--- config.mk ---
export PLATFORM = sky130hd
export DESIGN_NAME = maple_port_scheduler
export DESIGN_NICKNAME = d
export VERILOG_FILES = /design/src/rtl/maple_port_scheduler.sv
export SDC_FILE = /design/constraint.sdc
export NUM_CORES = 1
export LEC_CHECK = 0
export BUFFER_PORTS_ARGS = -buffer_cell sky130_fd_sc_hd__buf_2
export CAP_MARGIN = 20
export CORE_UTILIZATION = 40
export DETAILED_ROUTE_END_ITERATION = 8
export HOLD_SLACK_MARGIN = 0.06
export MAX_ROUTING_LAYER = met4
export SETUP_SLACK_MARGIN = 0.1
export SYNTH_ARGS = -nofsm -noshare
export SYNTH_HDL_FRONTEND = slang
export SYNTH_SLANG_ARGS = --single-unit
--- constraint.sdc ---
create_clock -name clk -period 2.1 [get_ports clk]
set_input_delay 0.105 -clock clk [delete_from_list [all_inputs] [get_ports clk]]
set_output_delay 0.105 -clock clk [all_outputs]
set_load 0.005 [all_outputs]
--- src/rtl/maple_port_scheduler.sv ---
// Round-robin scheduler sharing one Maple transfer engine between ports A-D.
// Optional BUSY timeout/abort enabled by defining MAPLE_SCHED_TIMEOUT_EN.
module maple_port_scheduler #(
    parameter int unsigned GAP_CYCLES     = 50,
    parameter int unsigned TIMEOUT_CYCLES = 50000,
    parameter int unsigned CNT_W          = 16
) (
    input  logic       clk,
    input  logic       rst,
    input  logic [3:0] req,
    input  logic       eng_done,
    output logic [3:0] grant,
    output logic [1:0] port_sel,
    output logic       eng_start,
    output logic       eng_abort,
    output logic       xfer_done,
    output logic       xfer_err,
    output logic       busy
);

`ifdef MAPLE_SCHED_TIMEOUT_EN
    localparam bit TO_EN = 1'b1;
`else
    localparam bit TO_EN = 1'b0;
`endif

    localparam logic [CNT_W-1:0] GAP_LAST =
        CNT_W'((GAP_CYCLES == 0) ? 0 : GAP_CYCLES - 1);
    // Terminal is one below TIMEOUT_CYCLES-1 so abort lands TIMEOUT_CYCLES after start
    localparam logic [CNT_W-1:0] TO_LAST =
        CNT_W'((TIMEOUT_CYCLES < 2) ? 0 : TIMEOUT_CYCLES - 2);

    typedef enum logic [2:0] {
        S_IDLE,
        S_START,
        S_BUSY,
        S_RESP,
        S_GAP
    } state_e;

    state_e           state_q, state_d;
    logic [3:0]       grant_q, grant_d;
    logic [1:0]       sel_q, sel_d;
    logic [1:0]       ptr_q, ptr_d;
    logic [CNT_W-1:0] cnt_q, cnt_d;
    logic             err_q, err_d;

    logic [1:0]       win;
    logic             win_vld;
    logic [CNT_W-1:0] cnt_inc;
    logic             to_hit;

    assign cnt_inc = (cnt_q == {CNT_W{1'b1}}) ? cnt_q : cnt_q + 1'b1;
    assign to_hit  = TO_EN && (cnt_q >= TO_LAST);

    always_comb begin
        win     = ptr_q;
        win_vld = 1'b0;
        for (int k = 0; k < 4; k++) begin
            if (!win_vld && req[ptr_q - 2'(k)]) begin
                win     = ptr_q - 2'(k);
                win_vld = 1'b1;
            end
        end
    end

    always_ff @(posedge clk or posedge rst) begin
        if (rst) begin
            state_q <= S_IDLE;
            grant_q <= 4'b0000;
            sel_q   <= 2'd0;
            ptr_q   <= 2'd3;
            cnt_q   <= '0;
            err_q   <= 1'b0;
        end else begin
            state_q <= state_d;
            grant_q <= grant_d;
            sel_q   <= sel_d;
            ptr_q   <= ptr_d;
            cnt_q   <= cnt_d;
            err_q   <= err_d;
        end
    end

    always_comb begin
        state_d = state_q;
        grant_d = grant_q;
        sel_d   = sel_q;
        ptr_d   = ptr_q;
        cnt_d   = cnt_q;
        err_d   = err_q;
        unique case (state_q)
            S_IDLE: begin
                err_d = 1'b0;
                if (win_vld) begin
                    grant_d = 4'b0001 << win;
                    sel_d   = win;
                    ptr_d   = win - 2'd1;
                    state_d = S_START;
                end
            end
            S_START: begin
                cnt_d   = '0;
                err_d   = 1'b0;
                state_d = S_BUSY;
            end
            S_BUSY: begin
                cnt_d = cnt_inc;
                if (eng_done) begin
                    err_d   = 1'b0;
                    state_d = S_RESP;
                end else if (to_hit) begin
                    err_d   = 1'b1;
                    state_d = S_RESP;
                end
            end
            S_RESP: begin
                cnt_d   = '0;
                grant_d = 4'b0000;
                sel_d   = 2'd0;
                state_d = S_GAP;
            end
            S_GAP: begin
                if (cnt_q >= GAP_LAST) begin
                    state_d = S_IDLE;
                end else begin
                    cnt_d = cnt_inc;
                end
            end
            default: begin
                state_d = S_IDLE;
            end
        endcase
    end

    always_comb begin
        eng_start = (state_q == S_START);
        xfer_done = (state_q == S_RESP);
        xfer_err  = (state_q == S_RESP) && err_q;
        eng_abort = (state_q == S_RESP) && err_q;
        busy      = (state_q != S_IDLE);
    end

    assign grant    = grant_q;
    assign port_sel = sel_q;

endmodule

==> results of run 1 <==
[layer usage]
layer / wire (µm) / vias to the layer above
met5: 0 / -
met4: 42 / 0
met3: 145 / 4
met2: 1910 / 36
met1: 2040 / 728
li1: - / 738
[synth_stat cells, types with 2 or more instances]
cell type  number
a2111o_1        6
a21oi_1        16
and3_1          5
buf_2           4
buf_4           2
clkbuf_1        4
dfrtp_1        25
dfstp_2         2
ha_1            7
inv_1           9
mux2i_1        12
nand2_1        25
nand2b_1        9
nand3_1        10
nand4_1         3
nor2_1          9
nor3_1          6
nor4_1          2
nor4b_1         2
o21ai_0         2
o21ai_1        11
or3_1           2
[layout by cell type (no fill, tap or decap), drive strengths merged]
master / Yosys / layout
a211oi: 1 / 1
nand3: 10 / 10
or3: 2 / 2
clkbuf: 4 / 5
nor4: 2 / 2
mux2: 1 / 1
o21ai: 13 / 13
and3: 5 / 5
a21oi: 16 / 16
nand4: 3 / 3
nor4b: 2 / 2
nand2b: 9 / 9
nand2: 25 / 25
and4: 2 / 2
o32ai: 1 / 1
a311o: 1 / 1
mux2i: 12 / 12
ha: 7 / 7
xnor2: 1 / 1
nor3b: 1 / 1
a31oi: 1 / 1
dfstp: 2 / 2
a22oi: 1 / 1
a2111o: 6 / 6
inv: 9 / 9
conb: 1 / 2
buf: 8 / 33
o22ai: 1 / 1
bufbuf: 0 / 1
nor2b: 1 / 1
dfrtp: 25 / 25
nor3: 6 / 6
or2: 1 / 1
a311oi: 1 / 1
dlygate4sd3: 0 / 1
and2: 1 / 1
nor2: 9 / 9
[report_power, final]
group	leakage (nW)	switching, mW	internal (mW)
logic	0.616	0.755	0.655
registers	0.357	0.126	0.657
clock network	0.0228	0.156	0.136
total	0.995	1.04	1.45
[kinds of logic (layout without fill, tap and decap cells)]
logic type | count (synthesis) | after routing
compound gates | 42 | 42
xor+xnor | 1 | 1
fa+ha+maj | 7 | 7
buf+inv | 21 | 49
flops | 27 | 27
mux | 13 | 13
other cells | 1 | 2
simple gates | 79 | 79
[path summary, 6_finish.rpt]
path | cells after the start | start | slack [ns] | end
worst min-delay path | 3 | eng_done | 0.15 | state_q[0]
worst max register to register | 8 | cnt_q[1] | -0.006 | cnt_q[14]
worst max-delay path | 8 | cnt_q[1] | -0.006 | cnt_q[14]
worst min register to register | 2 | ptr_q[1] | 0.52 | ptr_q[1]
max in group asynchronous | 4 | rst | 1.35 | ptr_q[0]
min in group asynchronous | 4 | rst | 0.44 | cnt_q[8]
[flip-flops by register name, indices dropped and copies added (netlist names)]
signal,count
ptr_q,2
state_q,3
port_sel,2
grant,4
cnt_q,16
[worst max-delay path: stages (launching register included)]
cell and delay (ns):
dfrtp_1 0.43, inv_2 0.09, ha_4 0.17, nor4b_4 0.23
nor2_2 0.07, or3_4 0.38, buf_12 0.16, a2111o_1 0.40
o21ai_1 0.09
[layout make-up]
cell class,count,area [µm²]
repair buffers,36,305
well taps,50,62.6
clock buffers,4,45.0
flip-flops and latches,27,679
multi-input cells,144,1050
fillers,367,1850
inverters,9,33.8
[through the flow]
step	area, µm²	std cells	TNS (ns)	utilization	worst slack, ns
floorplan	1690	192	0	-	0.102
global placement	1870	257	0	0.463	0.0511
detailed placement	1870	257	-0.366	0.463	-0.0711
CTS	2020	267	0	0.502	0.0154
global route	2170	270	-0.706	0.540	-0.111
finish	2170	270	-0.00870	0.540	-0.00624
[what timing repair did]
action,in CTS,in global routing
endpoints found under the hold margin,25,0
hold buffers,1,0
pin swaps,4,16
cloned,1,2
endpoints found under the setup margin,12,19
resized for setup,9,22
buffers inserted,4,1
==> impl_metrics.csv, run 1 <==
group,metric,value,unit
outcome,outcome,"complete, but fails checks",
outcome,violations,"negative setup slack",
floorplanning,initial_core_util,0.418,
floorplanning,fp-row-count,23,
clocking,numClockSinks,27,
grt,grt_pass1_vias,1443,
sta,setup_viol,2,
sta,hold_viol,0,
grt,antenna_found_initial,0,
sta,finalCritPeriodShare,1.00,
route,drt-total-wl,4.14,mm
route,vias,1506,
synthesis,muxShareOfSynthArea,0.0780,
synthesis,yosys_warnings,0,
sta,setup_ws,-0.00624,ns
min_path,min_path_type,"in2reg",
synthesis,synth_compound_area_frac,0.162,
placed_design,port_buffers,15,
synthesis,synth_top_area_frac,0.371,
floorplanning,die_h,66.9,µm
sta,fin_worst_hold_slack,0.149,ns
floorplanning,die_area,0.00447,mm²
clocking,clock_path_buffers,2,
clocking,cts.clk_slew.worst_paths,0.09,ns
clocking,cts_buffers,3,
synthesis,synth_adder_area_share,0.0520,
flow_run,cap_violations,0,
worst_setup_path,cp_data_arrival_time,2.29,ns
route,postRouteAntennaNets,0,
grt,overflow,0,
worst_setup_path,path_max_fanout,6,
worst_setup_path,end_kind,"flip-flop",
synthesis,yosysUniqueCellTypes,40,
synthesis,async_flop_share,1.00,
sta,skew,0.00540,ns
route,post_drt_wl_per_cell,15.3,µm
grt,track_usage,0.206,
power,powerDensity,1140,mW/mm²
grt,use_met2,0.306,
final_layout,area_growth,29.1,%
grt,grt_max_degree,28,
sta,worstMarginPinSlew,0.864,ns
floorplanning,core_region_area,0.00403,mm²
synthesis,synth.avg_cell_area,8.82,µm²
power,ir_drop,0.000371,V
final_layout,insertedDiodeCount,0,
synthesis,synthTopCellsByArea,"dfrtp_1 37%, mux2i_1 7.1%, nand2_1 5.6%",
synthesis,synthesis.area,0.00168,mm²
grt,grt_use_met1,0.287,
synthesis,synthSimpleGateAreaFrac,0.239,
route,drtIter0Drc,73,
floorplanning,pin_count,18,
clocking,cts_root_buf,"clkbuf_8",
worst_setup_path,required,2.29,ns
synthesis,synth_top_cell_by_area,"dfrtp_1",
final_layout,nets,235,
synthesis,ys_seq_area_frac,0.403,
grt,top_usage_layer,"met2",
synthesis,synth_edf_count,0,
placed_design,routabilityCongestion,0.839,
route,drtPass1Iterations,4,
synthesis,ys.flop_type,"dfrtp_1",
synthesis,synth_xor_area_frac,0.00520,
route,vias_per_cell,5.58,
floorplanning,dieWidth,66.9,µm
route,drc_errors,0,
worst_setup_path,crit_type,"reg2reg",
synthesis,synth_top_family_by_area,"simple AND/OR/NAND/NOR gates",
sta,rsz0062_at_grt,"true",
sta,relSlewSlack,0.424,
grt,grt_first_pass_wirelength,6.78,mm
synthesis,ys_ff_latch,27,
sta,fin_crit,2.11,ns
placed_design,place_hpwl,2.74,mm
grt,grt_use_met3,0.0223,
final_layout,drive_gt1_frac,0.277,
sta,max_freq,0.475,GHz
worst_setup_path,crit_path_start_kind,"flip-flop",
power,p_leak,0.995,nW
clocking,cts_tree,"built",
power,power,2.48,mW
clocking,h-tree-depth,1,
clocking,clkLatencyLatePin,0.27,ns
sta,drv_slew,0,
synthesis,syn-instance-count,191,
(Power assumes the default switching activity.)
==> run 2: changes to the inputs <==
--- a/config.mk
+++ b/config.mk
@@ -5,7 +5,7 @@
 export SDC_FILE = /design/constraint.sdc
 export NUM_CORES = 1
 export LEC_CHECK = 0
-export BUFFER_PORTS_ARGS = -buffer_cell sky130_fd_sc_hd__buf_2
+export BUFFER_PORTS_ARGS = -buffer_cell sky130_fd_sc_hd__buf_4
 export CAP_MARGIN = 20
 export CORE_UTILIZATION = 40
 export DETAILED_ROUTE_END_ITERATION = 8
==> impl_metrics.csv, run 2 (synthesis results as in run 1) <==
group,metric,value,unit
final_layout,design_area,0.00203,mm²
sta,drv_slew,0,
final_layout,mostFrequentLayoutCell,"buf_4",
worst_setup_path,cp_slowest_cell,"dfrtp_1",
route,drtIter0Drc,64,
floorplanning,core_region_area,0.00403,mm²
power,p_leak,0.946,nW
sta,setup_tns,0,ns
sta,fin_worst_hold_slack,0.128,ns
final_layout,nets,232,
placed_design,dpl_cell_area,0.00191,mm²
final_layout,largest_register,"cnt_q",
power,p_switching,0.943,mW
power,power_report.internal_total,1.33,mW
final_layout,area_growth,20.7,%
route,post_drt_wl_per_cell,14.7,µm
power,ir_drop,0.000297,V
clocking,clkLatencyLatePin,0.28,ns
worst_setup_path,cp_slowest_stage_delay,0.46,ns
clocking,cts_buffers,3,
route,vias_per_cell,5.56,
grt,overflow,0,
clocking,numClockSinks,27,
worst_setup_path,path_cells,"and4_1, and3_1, a311o_1, buf_4, a2111o_1, o21ai_1",
route,drtPass1Iterations,4,
worst_setup_path,path_max_fanout,8,
sta,skew,0.00376,ns
floorplanning,initial_core_util,0.418,
placed_design,pre_cts_ws,0.0460,ns
floorplanning,pin_count,18,
power,powerDensity,1120,mW/mm²
placed_design,routabilityCongestion,0.830,
final_layout,largest_reg_flops,16,
sta,setup_ws,0.0928,ns
clocking,cts.clk_slew.worst_paths,0.10,ns
worst_setup_path,crit_path_start_kind,"flip-flop",
floorplanning,dieWidth,66.9,µm
final_layout,drive_gt1_frac,0.217,
grt,grt_pass1_vias,1423,
final_layout,layout_common_cells,"29 x buf_4, 25 x nand2_1, 25 x dfrtp_1, 14 x a21oi_1, 12 x mux2i_1",
worst_setup_path,crit_family,"compound AO/OA/AOI/OAI gates",
clocking,cts_tree,"built",
worst_setup_path,crit_type,"reg2reg",
floorplanning,die_area,0.00447,mm²
power,switching_share,0.415,
outcome,outcome,"complete, no violations",
floorplanning,die_h,66.9,µm
grt,track_usage,0.201,
placed_design,port_buffers,15,
sta,hold_viol,0,
power,seqPwrFrac,0.339,
clocking,clock_path_buffers,2,
flow_run,cap_violations,0,
sta,setup_viol,0,
sta,finalCritPeriodShare,0.956,
final_layout,insertedDiodeCount,0,
route,postRouteAntennaNets,0,
route,drt-total-wl,3.92,mm
route,vias,1484,
placed_design,place_hpwl,2.79,mm
grt,grt_max_degree,28,
floorplanning,fp-row-count,23,
clocking,cts_root_buf,"clkbuf_8",
min_path,min_path_type,"in2reg",
sta,max_freq,0.498,GHz
clocking,h-tree-depth,1,
power,clkPwrFrac,0.135,
sta,fin_crit,2.01,ns
worst_setup_path,end_kind,"flip-flop",
power,pwr-share-comb,0.526,
grt,grt_first_pass_wirelength,6.60,mm
grt,antenna_found_initial,0,
worst_setup_path,path_buf_inv,1,
worst_setup_path,required,2.31,ns
sta,rsz0062_at_grt,"true",
worst_setup_path,cp_data_arrival_time,2.22,ns
route,drc_errors,0,
run 2: cell count changes in the layout (fill, tap and decap cells not counted), sizes merged:
cell,before,now
bufbuf,1,0
buf,33,32
clkbuf,5,4
run 2: per-stage QoR:
| stage | power, mW | instances | utilization |
|---|---|---|---|
| 4_1_cts | 2.26 | 266 | 0.496 |
| 6_report | 2.27 | 267 | 0.505 |
| 3_3_place_gp | 1.83 | 260 | 0.475 |
| 5_1_grt | 2.44 | 267 | 0.505 |
| 2_1_floorplan | 1.48 | 192 | - |
| 3_5_place_dp | 1.89 | 260 | 0.475 |
run 2: layout make-up:
type,count,area (µm²)
clock buffer,4,45.0
fill,392,2000
inverter,9,33.8
multi-input combinational,144,948
sequential,27,678
tap,50,62.6
timing repair buffer,33,265
run 2: routing by layer:
metal,vias to the layer above,share of wire,global-route usage
met5,-,0,-
met4,0,0.014,0.0824
met3,5,0.046,0.0223
met2,43,0.46,0.311
met1,710,0.48,0.268
li1,726,-,-
run 2: worst register-to-register path: stages, from the launching register on:
cell	delay (ns)
dfrtp_1	0.46
and4_1	0.23
and3_1	0.22
a311o_1	0.39
buf_4	0.18
a2111o_1	0.40
o21ai_1	0.07
run 2: power groups by stage:
stage               Sequential, mW  Clock, mW  Combinational (mW)
detailed placement           0.776          0                1.11
global route                 0.786      0.328                1.33
finish                       0.770      0.307                1.20
CTS                          0.767      0.317                1.17
global placement             0.764          0                1.07
floorplan                    0.758          0               0.724
run 2: worst paths after layout:
kind / start / endpoint / slack [ns] / cells past startpoint
worst min register to register: ptr_q[1] / ptr_q[1] / 0.51 / 2
worst max register to register: cnt_q[10] / cnt_q[4] / 0.09 / 6
worst max-delay path: cnt_q[10] / cnt_q[4] / 0.09 / 6
max in group asynchronous: rst / ptr_q[1] / 1.36 / 4
worst min-delay path: eng_done / state_q[0] / 0.13 / 3
min in group asynchronous: rst / cnt_q[15] / 0.44 / 4
run 2: timing repair:
item,4_1_cts,5_1_grt
hold endpoints to repair,25,0
hold buffers,1,0
resized for setup,6,6
endpoints found under the setup margin,11,16
buffers inserted,1,1
pin swaps,1,3
